### src/rtl/time_ctrl_pkg.sv
// rtl/time_ctrl_pkg.sv - mode encoding and defaults shared by the time-set controller
package time_ctrl_pkg;

    typedef enum logic [1:0] {
        RUN    = 2'd0,
        SET_S  = 2'd1,
        SET_MI = 2'd2,
        SET_H  = 2'd3
    } mode_t;

    localparam int TIMEOUT_S_DEFAULT = 10;

    function automatic mode_t next_mode(input mode_t cur);
        case (cur)
            RUN:     return SET_S;
            SET_S:   return SET_MI;
            SET_MI:  return SET_H;
            default: return RUN;
        endcase
    endfunction

endpackage

### src/rtl/btn_sync_edge.sv
// rtl/btn_sync_edge.sv - 2-flop synchronizer for an active-low button with press (falling edge) pulse
module btn_sync_edge (
    input  logic clk,
    input  logic rst,
    input  logic btn,
    output logic level,
    output logic fall
);

    logic meta, sync, sync_d;

    always_ff @(posedge clk or negedge rst) begin
        if (!rst) begin
            meta   <= 1'b1;
            sync   <= 1'b1;
            sync_d <= 1'b1;
        end else begin
            meta   <= btn;
            sync   <= meta;
            sync_d <= sync;
        end
    end

    assign level = sync;
    assign fall  = sync_d & ~sync;

endmodule

### src/rtl/time_set_ctrl.sv
// rtl/time_set_ctrl.sv - clock time-set mode controller; TIME_SET_AUTO_EXIT_EN adds idle auto-exit
module time_set_ctrl
    import time_ctrl_pkg::*;
#(
    parameter int TIMEOUT_S = TIMEOUT_S_DEFAULT
) (
    input  logic       clk,
    input  logic       rst,
    input  logic       pulse_1s,
    input  logic       mode_btn,
    input  logic       inc_btn,
    input  logic       dec_btn,
    output logic [1:0] mode,
    output logic       pulse_run,
    output logic       enable_cnt_s,
    output logic       enable_cnt_mi,
    output logic       enable_cnt_h,
    output logic       increase_s,
    output logic       decrease_s,
    output logic       increase_mi,
    output logic       decrease_mi,
    output logic       increase_h,
    output logic       decrease_h,
    output logic       blink
);

    mode_t state, state_nxt;
    logic  mode_lvl, mode_fall, inc_lvl, inc_fall, dec_lvl, dec_fall;
    logic  inc_mask, dec_mask, blink_q;
    logic  state_chg, timeout_hit, inc_fwd, dec_fwd;

    btn_sync_edge u_sync_mode (.clk(clk), .rst(rst), .btn(mode_btn), .level(mode_lvl), .fall(mode_fall));
    btn_sync_edge u_sync_inc  (.clk(clk), .rst(rst), .btn(inc_btn),  .level(inc_lvl),  .fall(inc_fall));
    btn_sync_edge u_sync_dec  (.clk(clk), .rst(rst), .btn(dec_btn),  .level(dec_lvl),  .fall(dec_fall));

    assign state_chg = (state_nxt != state);

`ifdef TIME_SET_AUTO_EXIT_EN
    localparam logic [3:0] TIMEOUT_CNT = 4'(TIMEOUT_S);
    logic [3:0] idle_cnt;
    logic       any_press;

    assign any_press   = mode_fall | inc_fall | dec_fall;
    assign timeout_hit = (state != RUN) && pulse_1s && !any_press
                         && (idle_cnt + 4'd1 == TIMEOUT_CNT);

    always_ff @(posedge clk or negedge rst) begin
        if (!rst)
            idle_cnt <= 4'd0;
        else if (state_chg || any_press)
            idle_cnt <= 4'd0;
        else if (state != RUN && pulse_1s)
            idle_cnt <= idle_cnt + 4'd1;
    end
`else
    logic unused_press;
    assign unused_press = &{1'b0, mode_lvl, inc_fall, dec_fall};
    assign timeout_hit  = 1'b0;
`endif

    always_ff @(posedge clk or negedge rst) begin
        if (!rst) state <= RUN;
        else      state <= state_nxt;
    end

    always_comb begin
        state_nxt = state;
        if (mode_fall)
            state_nxt = next_mode(state);
        else if (timeout_hit)
            state_nxt = RUN;
    end

    // A button already held when a field is entered must be seen released before it is forwarded
    always_ff @(posedge clk or negedge rst) begin
        if (!rst) begin
            inc_mask <= 1'b1;
            dec_mask <= 1'b1;
            blink_q  <= 1'b0;
        end else begin
            if (state_chg)    inc_mask <= 1'b1;
            else if (inc_lvl) inc_mask <= 1'b0;
            if (state_chg)    dec_mask <= 1'b1;
            else if (dec_lvl) dec_mask <= 1'b0;
            if (state_chg)
                blink_q <= 1'b0;
            else if (state != RUN && pulse_1s)
                blink_q <= ~blink_q;
        end
    end

    // Both buttons low together cancel each other
    assign inc_fwd = inc_mask | inc_lvl | ~dec_lvl;
    assign dec_fwd = dec_mask | dec_lvl | ~inc_lvl;

    always_comb begin
        pulse_run     = 1'b0;
        enable_cnt_s  = 1'b0;
        enable_cnt_mi = 1'b0;
        enable_cnt_h  = 1'b0;
        increase_s    = 1'b1;
        decrease_s    = 1'b1;
        increase_mi   = 1'b1;
        decrease_mi   = 1'b1;
        increase_h    = 1'b1;
        decrease_h    = 1'b1;
        case (state)
            RUN: begin
                pulse_run     = pulse_1s & rst;
                enable_cnt_s  = 1'b1;
                enable_cnt_mi = 1'b1;
                enable_cnt_h  = 1'b1;
            end
            SET_S: begin
                enable_cnt_s = 1'b1;
                increase_s   = inc_fwd;
                decrease_s   = dec_fwd;
            end
            SET_MI: begin
                enable_cnt_mi = 1'b1;
                increase_mi   = inc_fwd;
                decrease_mi   = dec_fwd;
            end
            default: begin
                enable_cnt_h = 1'b1;
                increase_h   = inc_fwd;
                decrease_h   = dec_fwd;
            end
        endcase
    end

    assign mode  = state;
    assign blink = blink_q;

endmodule

### config.mk
export PLATFORM = sky130hd
export DESIGN_NAME = time_set_ctrl
export DESIGN_NICKNAME = d
export VERILOG_FILES = /design/src/rtl/time_ctrl_pkg.sv /design/src/rtl/btn_sync_edge.sv /design/src/rtl/time_set_ctrl.sv
export SDC_FILE = /design/constraint.sdc
export NUM_CORES = 1
export LEC_CHECK = 0
export ABC_AREA = 1
export BUFFER_PORTS_ARGS = -buffer_cell sky130_fd_sc_hd__buf_2
export CORE_MARGIN = 1
export CORE_UTILIZATION = 30
export CTS_CLUSTER_SIZE = 20
export DETAILED_ROUTE_END_ITERATION = 6
export SLEW_MARGIN = 20
export SYNTH_ARGS = -nofsm -noshare
export SYNTH_HDL_FRONTEND = slang
export SYNTH_SLANG_ARGS = --single-unit
export TNS_END_PERCENT = 5
### constraint.sdc
create_clock -name clk -period 1.7 [get_ports clk]
set_input_delay 0.17 -clock clk [delete_from_list [all_inputs] [get_ports clk]]
set_output_delay 0.17 -clock clk [all_outputs]
set_load 0.005 [all_outputs]
; ---- Word-level counts from Yosys, hierarchy flattened
; Cells that the tools add are included.
; Widths: inputs -> output; s select.
[classes]
n_eq_ne = 3
mux = 18
bitwise_logic = 10
n_reduce_logical = 10
[ops]
columns = op, n
row1 = $mux 1, 16
row2 = $reduce_bool 2->1, 4
row3 = $pmux 2 s3, 1
row4 = $reduce_or 2->1, 3
row5 = $not 1->1, 4
row6 = $or 1x1->1, 4
row7 = $reduce_or 3->1, 1
row8 = $and 1x1->1, 2
row9 = $eq 2x1->1 const B, 1
row10 = $eq 2x2->1 const B, 1
row11 = $logic_not 2->1, 1
row12 = $mux 2, 1
row13 = $ne 2x2->1, 1
row14 = $logic_and 1x1->1, 1
[word_totals]
register_bits = 12

; ---- Logic depth before layout (Yosys ltp)
[depth]
word_depth = 5
mapped_depth = 8
ltp_nobuf = 8

; ---- Hierarchy
; From an unflattened synthesis, not the netlist that was laid out.
[hier_totals]
cells_unflattened = 65
hier_area_um2 = 644.4
[by_module_without_submodules]
columns = module, n_inst, cells_each, area_each_um2, seq_area_each_um2
row1 = time_set_ctrl, 1, 50, 377.9, 127.6
row2 = btn_sync_edge, 3, 5, 88.8, 78.8

; ---- Worst setup path after synthesis
; Ideal clock, no wire load.
[synth_timing]
path_type = register to register
start = register state[1] (netlist: mode[1])
end = register blink_q (netlist: blink)
arrival_ps = 1191
t_required_ps = 1587
slack_ps = 396
stages_incl_launch_ff = 9
period_less_slack_ps = 1304
cell_sequence = dfrtp_1 > inv_1 > ha_1 > inv_1 > nand2_2 > nand2_2 > nand2_2 > nand2_2 > nor2_2
[synth_via]
elab_chain_len = 5
[synth_lines]
columns = item, line
row1 = from (decl), time_set_ctrl.sv:27  ; mode_t state, state_nxt;
row2 = from (signal assigned), time_set_ctrl.sv:63  ; else state <= state_nxt;
row3 = $eq 2x2->1 (tied with other cells), time_ctrl_pkg.sv:14  ; case (cur)
row4 = $pmux 2 s3, time_ctrl_pkg.sv:14
row5 = $mux 2, time_set_ctrl.sv:68  ; if (mode_fall)
row6 = $ne 2x2->1, time_set_ctrl.sv:36  ; assign state_chg = (state_nxt != state);
row7 = $mux 1 or $reduce_bool 2->1 (tied branches), n/a
row8 = to (signal assigned), time_set_ctrl.sv:88  ; blink_q <= ~blink_q;
row9 = to (decl), time_set_ctrl.sv:29  ; logic inc_mask, dec_mask, blink_q;
; Parallel ways exist; a longest one is shown, timed or not.
; A chain may end at the register's enable or synchronous reset.

; ---- Worst setup path in the final report
[layout_timing]
start = register state[1] (netlist: mode[1])
end = output port enable_cnt_s
[layout_via]
elab_chain_len = 3
[layout_lines]
columns = item, line
row1 = $eq 2x1->1 or $logic_not 2->1 (tied branches), time_set_ctrl.sv:107  ; case (state)
row2 = $reduce_or 2->1 (no source line) *, n/a
row3 = $mux 1 *, time_set_ctrl.sv:107
row4 = to (decl), time_set_ctrl.sv:15  ; output logic enable_cnt_s,
; Mark *: on every way between the ends. The rest lies on a longest branch, timed or not.

==> metrics <==
Worst Setup EP=enable_cnt_s; worst-case reg-to-reg path depth=8; Syn Std Cell Area=around 580 um2; Reg-to-Reg End=blink; min Tclk post-route=1.609 ns; Worst setup EP type=primary output; largest net degree at the start of global routing=13; via count=around 440; HPWL Detailed=736.7 um; Buf+Inv Stages, Crit Path=2; final instance area=780.7 um2; CTS root buf=clkbuf_4; GRT Util Overall=9.951%; Critical Path RT=between 1.5 and 2 ns; commonest non-fill, non-tap cell in the layout=buf_2; Synth Flop Type=dfstp_2; final period utilization=94.63%; most frequent cells in the layout=buf_2 (18), nand2_1 (12), inv_1 (10); Worst Setup Start Kind=register; Routed Antenna Nets=0; wire per inst=a little over 8 um; Crit path depth=4; CP arrival=approximately 1.4 ns; gp weighted congestion=0.6764; port bufs=18; P_leak=0.3783 nW; placed cell area=711.9 um2; Routed WL=911 um; Worst Skew=roughly 0.0047 ns; first-pass GRT wire length=1.455 mm; post-synth cell types=16; critical path cell sequence=inv_1 -> ha_1 -> or2_2 -> buf_2; Core Area=1783 um2; Crit-path slowest cell=dfrtp_2; Seq/Total Area, Yosys=53.43%; Setup WS post-layout=~0.091 ns; Logic pwr share=44.1%; Hold Path Depth=5; First-pass DRT Iterations=3; Initial Utilization=between 30% and 40%; Synth Register Bits=12; Synth Warn #=0; CTS tree=yes; Crit Path Class=register to primary output; max-cap violations=0; GRT Residual Overflow=0; H-tree depth=1; CP max FO=6; status=completed; TritonCTS buffer count=3; Starting DRT DRC Count=3; switching share of power=between 30% and 40%; Crit. Startpoint=mode[1]; Antenna Cells=0; number of enable flip-flop cells after synthesis=0; clock sink total=12; CTS max path bufs=2; RSZ-0062 raised after global routing=false; switching power=0.4091 mW; pre-CTS setup slack=0.3101 ns; # setup viols final=0; Boundary Pins=19; Setup Total Neg Slack=0 ns; Core Util, Final=43.79%; FMAX=about 0.62 GHz; Die Y=46.09 um; postcts setup bufs=0; max_slew headroom=85.99%; Fin Hold WS=0.2660 ns; Synth Instances=58; DIE AREA=about 2100 um2; Final Hold Fails=0; Flop pwr share=around two fifths; share of cells above drive strength 1=about 54%; number of antenna violations at the first check in global routing=0; FF-to-FF Start=mode[1]; Die X=46.09 um; crit-path max cell delay=0.42 ns; setup slack, reg-to-reg=0.34 ns; Int Pwr=approximately 0.68 mW; clk slew on worst S/H paths=0.07 ns; row count=15; Nets=between 90 and 100; Async SR Flop Fraction=100.0%; CP delay by family, top=flip-flops; Min-Delay Path Class=input port to register; Worst IR Drop VDD=~750 uV; clock share of power=16.1%; syn_area_per_cell=between 10 and 15 um2; worst skew pair latency=0.26 ns; syn nets=between 60 and 70; fin. max-slew vios=0; vias in the first global route=363; PwrDens=1394 nW/um2; area grow syn2layout=33.91%; DR DRC count=0; worst-margin pin slew=0.2090 ns; vias per inst=a little under 4
per-layer routing:
metal / share of wire [%] / GRT usage (%) / wire (um) / vias to the layer above
li1: - / - / - / 230
met3: 4.1 / 1.176 / 37 / 0
met1: 54 / 14.46 / 488 / 190
met2: 42 / 13.52 / 385 / 16
met5: 0 / 0 / 0 / -
met4: 0 / 7.059 / 0 / 0
logic make-up after synthesis:
logic type | synth area share [%]
adder cells (fa/ha/maj) | 8.584
flip-flops | 53.43
AO/OA/AOI/OAI | 4.934
AND/OR/NAND/NOR | 25.11
XOR/XNOR | 1.502
buffers and inverters | 6.438
synth_stat cells (2+ instances only):
cell	instances	area, um2
o21a_1	2	15.01
nand2_1	12	45.04
ha_1	4	50.05
dfrtp_1	3	75.07
nor3_2	2	20.02
nand3_1	2	10.01
inv_1	10	37.54
nand2_2	6	37.54
dfstp_2	9	236.5
nor2_2	2	12.51
cell type report:
class | instances | area, um2
tap | 25 | 31.28
timing repair buffer | 23 | 137.6
inverter | 10 | 37.54
fill | 171 | 1002
clock buffer | 4 | 26.28
sequential | 12 | 314.1
multi-input combinational | 36 | 234.0
worst min-delay path by stage:
stage,startpoint,end,slack (ns)
3_5_place_dp,rst,blink,0.14
4_1_cts,pulse_1s,blink,0.26
6_report,pulse_1s,blink,0.27
3_3_place_gp,rst,blink,0.14
5_1_grt,pulse_1s,blink,0.29
2_1_floorplan,rst,blink,-0.13
registers in the layout, summed over array words and instances (netlist names):
name / cells
u_sync_mode.sync_d: 1
dec_mask: 1
mode: 2
u_sync_mode.meta: 1
u_sync_dec.level: 1
inc_mask: 1
u_sync_inc.level: 1
blink: 1
u_sync_inc.meta: 1
u_sync_mode.level: 1
u_sync_dec.meta: 1
worst reg2reg max path, stage by stage (launching register included):
cell	delay, ns
dfrtp_2	0.45
inv_1	0.13
ha_1	0.24
inv_1	0.13
nand2_2	0.08
nand2_2	0.06
nand2_2	0.07
nand2_2	0.07
nor2_2	0.03
repair_timing:
action                                  CTS  global route
hold endpoints to repair                  6             0
gates resized for setup                   0             2
hold buffers                              4             0
endpoints found under the setup margin    0             2
power by group through the flow:
stage	registers, mW	logic (mW)	clock network (mW)
3_5_place_dp	0.434	0.475	0
2_1_floorplan	0.428	0.321	0
5_1_grt	0.447	0.542	0.193
4_1_cts	0.429	0.484	0.186
3_3_place_gp	0.431	0.477	0
6_report	0.433	0.479	0.176
metrics by stage:
| step | power, mW | instances |
|---|---|---|
| 3_5_place_dp | 0.9089 | 102 |
| 2_1_floorplan | 0.7491 | 58 |
| 3_3_place_gp | 0.9076 | 102 |
| 6_report | 1.088 | 110 |
| 5_1_grt | 1.182 | 110 |
| 4_1_cts | 1.099 | 110 |
Note: power is estimated with default switching activity, not from simulation.
